==> src/rtl/magnitude_squared_cal_pkg.sv <==
// Shared definitions for the magnitude-squared / square-root chain:
// default sample widths and the squarer sequencing states.
package magnitude_squared_cal_pkg;

   localparam int unsigned MSC_INPUT_DATA_WIDTH  = 36;
   localparam int unsigned MSC_OUTPUT_DATA_WIDTH = 2 * MSC_INPUT_DATA_WIDTH;

   typedef enum logic [1:0] {
      ST_IDLE     = 2'd0,
      ST_SQUARE_I = 2'd1,
      ST_SQUARE_Q = 2'd2,
      ST_DONE     = 2'd3
   } msc_state_e;

   // Counter width needed to walk every bit of an IN_W-bit operand.
   function automatic int unsigned msc_cnt_width(input int unsigned in_w);
      return (in_w > 1) ? $clog2(in_w) : 1;
   endfunction

endpackage

==> src/rtl/magnitude_squared_cal_serial_squarer.sv <==
// Serial shift-add squarer: one partial product of operand*operand per
// step, accumulated into a shared OUT_W-bit register so it can be reused
// for I^2 then Q^2 without clearing in between.
module magnitude_squared_cal_serial_squarer
   import magnitude_squared_cal_pkg::*;
#(
   parameter int unsigned IN_W  = MSC_INPUT_DATA_WIDTH,
   parameter int unsigned OUT_W = MSC_OUTPUT_DATA_WIDTH
) (
   input  logic             clk_i,
   input  logic             rst_ni,
   input  logic             clear_i,
   input  logic             step_i,
   input  logic [IN_W-1:0]  operand_i,
   output logic [OUT_W-1:0] acc_o,
   output logic             last_o
);

   localparam int unsigned CNT_W = msc_cnt_width(IN_W);
   localparam logic [CNT_W-1:0] CNT_LAST = CNT_W'(IN_W - 1);

   logic [CNT_W-1:0] cnt_q, cnt_d;
   logic [OUT_W-1:0] acc_q, acc_d;
   logic [OUT_W-1:0] operand_ext;

   assign operand_ext = {{(OUT_W - IN_W){1'b0}}, operand_i};
   assign last_o      = (cnt_q == CNT_LAST);
   assign acc_o       = acc_q;

   // Next-state: clear wins; a step adds operand<<k when operand bit k is set
   // and the bit counter wraps to 0 after the last bit.
   always_comb begin
      cnt_d = cnt_q;
      acc_d = acc_q;
      if (clear_i) begin
         cnt_d = '0;
         acc_d = '0;
      end else if (step_i) begin
         if (operand_i[cnt_q]) begin
            acc_d = acc_q + (operand_ext << cnt_q);
         end
         cnt_d = last_o ? '0 : cnt_q + 1'b1;
      end
   end

   // Counter and accumulator registers.
   always_ff @(posedge clk_i or negedge rst_ni) begin
      if (!rst_ni) begin
         cnt_q <= '0;
         acc_q <= '0;
      end else begin
         cnt_q <= cnt_d;
         acc_q <= acc_d;
      end
   end

endmodule

==> src/rtl/magnitude_squared_cal.sv <==
// Squared magnitude I^2 + Q^2 of one signed complex sample, computed with a
// serial shift-add squarer (one partial product per clock). A sample is
// accepted only in IDLE; the result is presented with a one-cycle valid
// pulse and held until the next result.
module magnitude_squared_cal
   import magnitude_squared_cal_pkg::*;
#(
   parameter int unsigned INPUT_DATA_WIDTH  = MSC_INPUT_DATA_WIDTH,
   parameter int unsigned OUTPUT_DATA_WIDTH = MSC_OUTPUT_DATA_WIDTH
) (
   input  logic                         clock,
   input  logic                         reset,
   input  logic                         inputValid,
   input  logic [INPUT_DATA_WIDTH-1:0]  inputI,
   input  logic [INPUT_DATA_WIDTH-1:0]  inputQ,
   output logic                         inputReady,
   output logic                         outputValid,
   output logic [OUTPUT_DATA_WIDTH-1:0] outputData
);

   msc_state_e state_q, state_d;

   logic [INPUT_DATA_WIDTH-1:0]  mag_i_q, mag_i_d;
   logic [INPUT_DATA_WIDTH-1:0]  mag_q_q, mag_q_d;
   logic [OUTPUT_DATA_WIDTH-1:0] out_data_q, out_data_d;
   logic                         out_valid_q, out_valid_d;

   logic [INPUT_DATA_WIDTH-1:0]  abs_i, abs_q;

   logic                         sq_clear;
   logic                         sq_step;
   logic [INPUT_DATA_WIDTH-1:0]  sq_operand;
   logic [OUTPUT_DATA_WIDTH-1:0] sq_acc;
   logic                         sq_last;

   // Two's-complement magnitude as an unsigned value; the most negative
   // sample maps to 2^(W-1) without saturation.
   assign abs_i = inputI[INPUT_DATA_WIDTH-1] ? -inputI : inputI;
   assign abs_q = inputQ[INPUT_DATA_WIDTH-1] ? -inputQ : inputQ;

   assign inputReady  = (state_q == ST_IDLE);
   assign outputValid = out_valid_q;
   assign outputData  = out_data_q;

   magnitude_squared_cal_serial_squarer #(
      .IN_W  (INPUT_DATA_WIDTH),
      .OUT_W (OUTPUT_DATA_WIDTH)
   ) u_squarer (
      .clk_i     (clock),
      .rst_ni    (reset),
      .clear_i   (sq_clear),
      .step_i    (sq_step),
      .operand_i (sq_operand),
      .acc_o     (sq_acc),
      .last_o    (sq_last)
   );

   // Sequencer: accept in IDLE, square I then Q into one accumulator,
   // publish the sum for exactly one cycle in DONE.
   always_comb begin
      state_d     = state_q;
      mag_i_d     = mag_i_q;
      mag_q_d     = mag_q_q;
      out_data_d  = out_data_q;
      out_valid_d = 1'b0;
      sq_clear    = 1'b0;
      sq_step     = 1'b0;
      sq_operand  = mag_i_q;
      case (state_q)
         ST_IDLE: begin
            if (inputValid) begin
               mag_i_d  = abs_i;
               mag_q_d  = abs_q;
               sq_clear = 1'b1;
               state_d  = ST_SQUARE_I;
            end
         end
         ST_SQUARE_I: begin
            sq_step    = 1'b1;
            sq_operand = mag_i_q;
            if (sq_last) begin
               state_d = ST_SQUARE_Q;
            end
         end
         ST_SQUARE_Q: begin
            sq_step    = 1'b1;
            sq_operand = mag_q_q;
            if (sq_last) begin
               state_d = ST_DONE;
            end
         end
         ST_DONE: begin
            out_data_d  = sq_acc;
            out_valid_d = 1'b1;
            state_d     = ST_IDLE;
         end
         default: begin
            state_d = ST_IDLE;
         end
      endcase
   end

   // State, latched operand magnitudes and output registers.
   always_ff @(posedge clock or negedge reset) begin
      if (!reset) begin
         state_q     <= ST_IDLE;
         mag_i_q     <= '0;
         mag_q_q     <= '0;
         out_data_q  <= '0;
         out_valid_q <= 1'b0;
      end else begin
         state_q     <= state_d;
         mag_i_q     <= mag_i_d;
         mag_q_q     <= mag_q_d;
         out_data_q  <= out_data_d;
         out_valid_q <= out_valid_d;
      end
   end

endmodule

==> config.mk <==
export PLATFORM = sky130hd
export DESIGN_NAME = magnitude_squared_cal
export DESIGN_NICKNAME = d
export VERILOG_FILES = /design/src/rtl/magnitude_squared_cal_pkg.sv /design/src/rtl/magnitude_squared_cal_serial_squarer.sv /design/src/rtl/magnitude_squared_cal.sv
export SDC_FILE = /design/constraint.sdc
export NUM_CORES = 1
export LEC_CHECK = 0
export ABC_CLOCK_PERIOD_IN_PS = 5300
export CAP_MARGIN = 20
export CORE_ASPECT_RATIO = 1.2
export CORE_MARGIN = 4
export CORE_UTILIZATION = 44
export CTS_CLUSTER_SIZE = 14
export DETAILED_ROUTE_END_ITERATION = 10
export PLACE_DENSITY_LB_ADDON = 0.15
export SLEW_MARGIN = 10
export SYNTH_ARGS = -nofsm -noshare
export SYNTH_HDL_FRONTEND = slang
export SYNTH_SLANG_ARGS = --single-unit
==> constraint.sdc <==
create_clock -name clock -period 5.3 [get_ports clock]
set_input_delay 1.59 -clock clock [delete_from_list [all_inputs] [get_ports clock]]
set_output_delay 1.59 -clock clock [all_outputs]
set_load 0.005 [all_outputs]
### After elaboration in Yosys (flattened, before gate mapping)

Cells that the tools add are included.

* add/sub/neg operators: 4
* $lt $le $gt $ge: 1
* eq/ne operators: 7
* shift-type cells: 1
* muxes and demuxes: 19
* reductions and logical operators: 7

Operators with widths (count)
* 2-to-1 mux 72 bit: 3
* 2-to-1 mux 36 bit: 3
* adder 72 bit: 1
* negator 36 bit: 2
* left shift 36 x 6 -> 72 bit: 1
* 2-to-1 mux 6 bit: 3
* one-hot mux 2 bit (4 select lines): 1
* less-than comparator 6 x 7 -> 1 bit, second input constant: 1
* adder 6 x 1 -> 6 bit, second input constant: 1
* binary-select mux 1 bit (select 6 bit): 1
* == test 6 bit, second input constant: 1
* 2-to-1 mux 2 bit: 3
* 2-to-1 mux 1 bit: 5
* == test 2 bit, second input constant: 2
* inequality test 2 x 1 -> 1 bit, second input constant: 2
* AND reduction 2 bit: 2
* nonzero test 2 bit: 2
* AND reduction 3 bit: 1
* == test 2 x 1 -> 1 bit, second input constant: 1
* zero test 2 bit: 1
* inequality test 2 bit, second input constant: 1
* OR reduction 2 bit: 1

* flip-flop bits (word level): 225
* bits of input ports: 75
* output and inout bits: 74
* logic and storage cells: 46

### Depth between registers and ports, before layout

Gate-level depths: netlist (run 1).

* word-level depth: 7
* depth in mapped cells: 26
* gate-level depth less buffers: 21

### Modules after synthesis

A second synthesis (run 1) with hierarchy kept.

* cells, all modules: 2024
* area, all modules: 17735.8 µm²

Modules (own cells, without submodules)
* magnitude_squared_cal_serial_squarer: times used 1, cells each 1350, area each 10323.7 µm², seq. area each 1951.9 µm²
* magnitude_squared_cal: times used 1, cells each 674, area each 7412.1 µm², seq. area each 3678.5 µm²

### Worst setup path before layout (run 1)

No wires, ideal clock.

* kind: reg2reg
* from: register state_q[0]
* to: register u_squarer.acc_q[69] (netlist: u_squarer.acc_o[69])
* setup time: 0.069 ns
* data arrival time: 5.608 ns
* data required time: 5.231 ns
* path slack: -0.377 ns
* stages on the path, launching flop included: 25
* buffers on the path: 5
* period minus slack after synthesis: 5.677 ns
* cells stage by stage: dfrtp_1 -> inv_1 -> ha_1 -> buf_2 -> buf_2 -> buf_1 -> clkbuf_1 -> mux2_2 -> o21ai_0 -> mux2i_1 -> o21ai_0 -> mux2_2 -> o22a_1 -> nor2_1 -> ha_1 -> clkbuf_1 -> a41o_1 -> a221o_1 -> a221o_1 -> and4_1 -> o31ai_1 -> a211o_1 -> a41o_1 -> mux2_2 -> nand3_1

* cells in the longest elaborated chain, start to end: 7
* elaborated cells on any way between the ends: 17
* those cells by class: 1 x add/sub; 2 x eq/ne; 1 x shift; 8 x mux; 5 x reduce/logical

Ends and longest elaborated chain
* start: declaration: RTL line magnitude_squared_cal.sv:21 `msc_state_e state_q, state_d;`
* start signal: assignment: RTL line magnitude_squared_cal.sv:112 `state_q <= state_d;`
* == test 2 bit: RTL line magnitude_squared_cal.sv:69 `case (state_q)`
* 2-to-1 mux 36 bit: RTL line magnitude_squared_cal.sv:69
* left shift 36 x 6 -> 72 bit: RTL line magnitude_squared_cal_serial_squarer.sv:40 `acc_d = acc_q + (operand_ext << cnt_q);`
* adder 72 bit: RTL line magnitude_squared_cal_serial_squarer.sv:40
* 2-to-1 mux 72 bit: RTL line magnitude_squared_cal_serial_squarer.sv:39 `if (operand_i[cnt_q]) begin`
* 2-to-1 mux 72 bit: RTL line magnitude_squared_cal_serial_squarer.sv:38 `end else if (step_i) begin`
* 2-to-1 mux 72 bit: RTL line magnitude_squared_cal_serial_squarer.sv:35 `if (clear_i) begin`
* end signal: assignment: RTL line magnitude_squared_cal_serial_squarer.sv:50 `acc_q <= '0;`
* end signal: assignment: RTL line magnitude_squared_cal_serial_squarer.sv:53 `acc_q <= acc_d;`
* end: declaration: RTL line magnitude_squared_cal_serial_squarer.sv:23 `logic [OUT_W-1:0] acc_q, acc_d;`

Parallel ways exist; a longest one is shown, timed or not. The select of a mux whose other input is x is not followed.
A chain may end at the register's enable or synchronous reset.

### Worst setup path after layout (run 1)

Ends and elaborated chain as after synthesis.

==> results.yml, run 1 <==
die:
  rows: 79
  core_um2: 38900
  ios: 149
  die-area_um2: 42900
  initial_core_util_pct: 44.8
  fp.dieH_um: 226
  die-width_um: 190
layout:
  diodes: 0
  fin_cells: 2901
  area_growth_pct: 27.9
  finish.utilization_pct: 57.3
  drive_above_1_share_pct: 21.5
  num-nets-final: 2513
  fillers: 3683
clock_network:
  clock-sinks: 225
  cts-root-buf: "clkbuf_16"
  ctsHoldBuffers: 0
  insertion_delay_ns: 0.55
  numCtsBuffers: 24
  path_clk_slew_ns: 0.06
  htreeDepth: 1
  cts.path.max_buffers: 3
  cts_tree: "yes"
logic_synthesis:
  async_flop_share_pct: 100
  syn_area_per_cell_um2: 8.56
  synth-compound-area-share_pct: 20.5
  seq_area_frac_synth_pct: 32.3
  post-synth-top-area-cell: "dfrtp_1"
  synth_ff_type: "dfrtp_1"
  syn_area_um2: 17500
  muxShareOfSynthArea_pct: 15.3
  yosysWarnings: 0
  synth-xor-area-share_pct: 6.17
  synth_top_area_share_pct: 32.3
  synth_simple_gate_area_share_pct: 16.7
  syn_nets: 2192
  synthTopCellsByArea: "dfrtp_1 32%, mux2_2 7.4%, o21ai_0 7.4%"
  synth_top_family_by_area: "compound AO/OA/AOI/OAI gates"
  post-synth-top-count-cell: "nand2_1"
  ys_types: 73
  synth_common_cells: "305 x nand2_1, 257 x o21ai_0, 225 x dfrtp_1"
  ys_ff_latch: 225
  syn_inst: 2038
  synth_fa_ha_area_share_pct: 5.71
  synth_edf_count: 0
timing:
  hold_viol_final: 0
  max_freq_mhz: 194
  setup_violations: 0
  tns_ns: 0
  period_minus_slack_ns: 5.17
  worst_hold_slack_ns: 0.480
  relSlewSlack_pct: 45.7
  slew_viol_final: 0
  fin_skew_ns: 0.0159
  min_period_over_period_pct: 97.5
  rsz0062_at_grt: "true"
  worstMarginPinSlew_ns: 0.815
global_route:
  grt_pass1_vias: 16300
  grt_use_total_pct: 25.1
  antenna_found_initial: 0
  overflow: 0
  grt_max_degree: 115
  grt_pass1_wl_um: 87400
power:
  peakVddDrop_v: 0.000188
  leakage_nw: 10.0
  power_frac_clock_pct: 49.7
  combPwrFrac_pct: 5.1
  power.density_nw_per_um2: 170
  switching_share_pct: 21.3
  p_seq_share_pct: 45.2
  p_int_mw: 2.99
  p_sw_uw: 812
setup_path:
  cp.arrival_ns: 5.64
  endpoint_kind: "register"
  crit_chain: "inv_1 > ha_4 > buf_12 > mux2_2 > mux2i_2 > mux2i_1 > mux2i_1 > mux2_2 > o22a_1 > nor2_2 > ha_2 > a41o_1 > a221o_1 > a221o_1 > and4_1 > o31ai_1 > buf_4 > a211o_1 > a41o_1 > mux2_2 > nand3_1"
  worst-path-max-fanout: 16
  slowest_stage: "mux2_2"
  critPathRequiredTime_ns: 5.77
  crit_top_cell: "mux2_2"
  criticalPathCategory: "reg2reg"
  slowest_delay_ns: 0.39
  worstSetupStartpointType: "register"
route:
  drc: 0
  drt_iter0_drc: 708
  vias: 16400
  wirelength_um: 54700
  avgRoutedWirePerCell_um: 18.9
  via_per_inst: 5.64
  drtPass1Iterations: 5
  drtAntennaViolNets: 0
placement:
  dp_cells: 2849
  dp_hpwl_um: 43900
  io_buffers: 148
  gp_congestion: 0.956
worst_hold_path:
  holdCritPathClass: "reg2reg"
job:
  max-cap-violations: 0
outcome:
  status: "finished clean"
[critical path: cells and delay by family (launching register included)]
kind / cells / cell delay (ns)
DFF: 1 / 0.38
and+or+nand+nor: 3 / 0.32
buffers and inverters: 3 / 0.48
adders and majority gates: 2 / 0.55
AOI/OAI and AO/OA: 7 / 1.71
muxes: 6 / 1.65
[routing by layer]
metal	share of wire [%]	track usage, %	vias up
li1	-	-	8079
met1	43	31.7	7815
met2	50	45.0	378
met3	3.7	1.92	85
met4	3.7	9.17	0
met5	0	0	-
[timing repair]
| item | in CTS | in global routing |
|---|---|---|
| buffers inserted | 0 | 8 |
| setup endpoints to repair | 15 | 29 |
| pin swaps | 0 | 7 |
| gates resized for setup | 5 | 64 |
[power groups by stage]
stage	registers (mW)	clock network, mW	logic, mW
after floorplan	1.75	0	0.0608
after global placement	1.75	0	0.193
after detailed placement	1.75	0	0.197
after CTS	1.72	1.93	0.197
after global routing	1.72	1.99	0.218
final	1.72	1.89	0.195
[path summary, 6_finish.rpt]
kind	start	to	slack, ns	cells after the start
hold reg to reg	mag_i_q[31]	mag_i_q[31]	0.48	2
setup / recovery	state_q[0]	u_squarer.acc_o[69]	0.13	21
setup reg to reg	state_q[0]	u_squarer.acc_o[69]	0.13	21
max in group asynchronous	reset	outputData[11]	3.18	2
min in group asynchronous	reset	outputData[61]	0.97	1
hold / removal	mag_i_q[31]	mag_i_q[31]	0.48	2
[cell families after synthesis]
logic type,Yosys count
XOR/XNOR,123
AO/OA/AOI/OAI,590
adder cells (fa/ha/maj),79
flip-flops,225
AND/OR/NAND/NOR,641
buffers and inverters,156
multiplexers,224
[registers in the layout, indices dropped and copies added, names as in the netlist]
signal,count
outputValid,1
mag_q_q,36
state_q,2
outputData,72
u_squarer.cnt_q,6
u_squarer.acc_o,72
mag_i_q,36
[stage by stage]
| stage | area, um2 | power (mW) | setup WS (ns) |
|---|---|---|---|
| 2_1_floorplan | 17500 | 1.81 | 0.0106 |
| 3_3_place_gp | 21200 | 1.94 | -0.163 |
| 3_5_place_dp | 21200 | 1.95 | -0.182 |
| 4_1_cts | 22100 | 3.85 | 0.0320 |
| 5_1_grt | 22300 | 3.93 | -0.00872 |
| 6_report | 22300 | 3.80 | 0.133 |
[layout make-up]
class / count / area (um2) / share of cell area [%]
Clock inverter: 9 / 173 / 0.773
Inverter: 36 / 135 / 0.605
Timing Repair Buffer: 415 / 3580 / 16.1
Multi-Input combinational cell: 1657 / 11400 / 51.2
Clock buffer: 33 / 716 / 3.21
Sequential cell: 225 / 5630 / 25.2
Tap cell: 526 / 658 / 2.95
[cell usage in the layout (no fill, tap or decap), types with 9 or more instances in the layout]
cell type / netlist / layout
a211oi_1: 10 / 9
a21o_1: 21 / 21
a21oi_1: 124 / 116
a22o_1: 10 / 10
and2_1: 17 / 16
and3_1: 13 / 13
buf_4: 0 / 258
clkbuf_16: 0 / 25
clkdlybuf4s50_1: 0 / 147
dfrtp_1: 225 / 224
ha_1: 78 / 74
inv_1: 33 / 33
mux2_2: 115 / 115
mux2i_1: 86 / 74
mux2i_2: 0 / 12
mux4_2: 23 / 23
nand2_1: 305 / 304
nand2b_1: 11 / 11
nand3_1: 30 / 30
nand3b_1: 9 / 9
nand4_1: 31 / 31
nor2_1: 141 / 137
nor2b_1: 9 / 9
nor3_1: 24 / 24
o211ai_1: 17 / 17
o21ai_0: 257 / 231
o21ai_1: 5 / 26
o21bai_1: 15 / 15
o22ai_1: 19 / 18
o31ai_1: 23 / 22
o41ai_1: 9 / 9
or3_1: 13 / 13
or4_1: 12 / 12
xnor2_1: 33 / 33
xor2_1: 90 / 90
Power figures use the tool's default switching activity.
==> inputs of run 2 (changes only) <==
==> constraint.sdc (replaced) <==
create_clock -name clock -period 5.3 [get_ports clock]
set_input_delay 1.59 -clock clock [delete_from_list [all_inputs] [get_ports clock]]
set_output_delay 1.59 -clock clock [all_outputs]
set_load 0.05 [all_outputs]
==> results of run 2 <==
The final DEF is identical to that of run 1; final timing and power are the same.
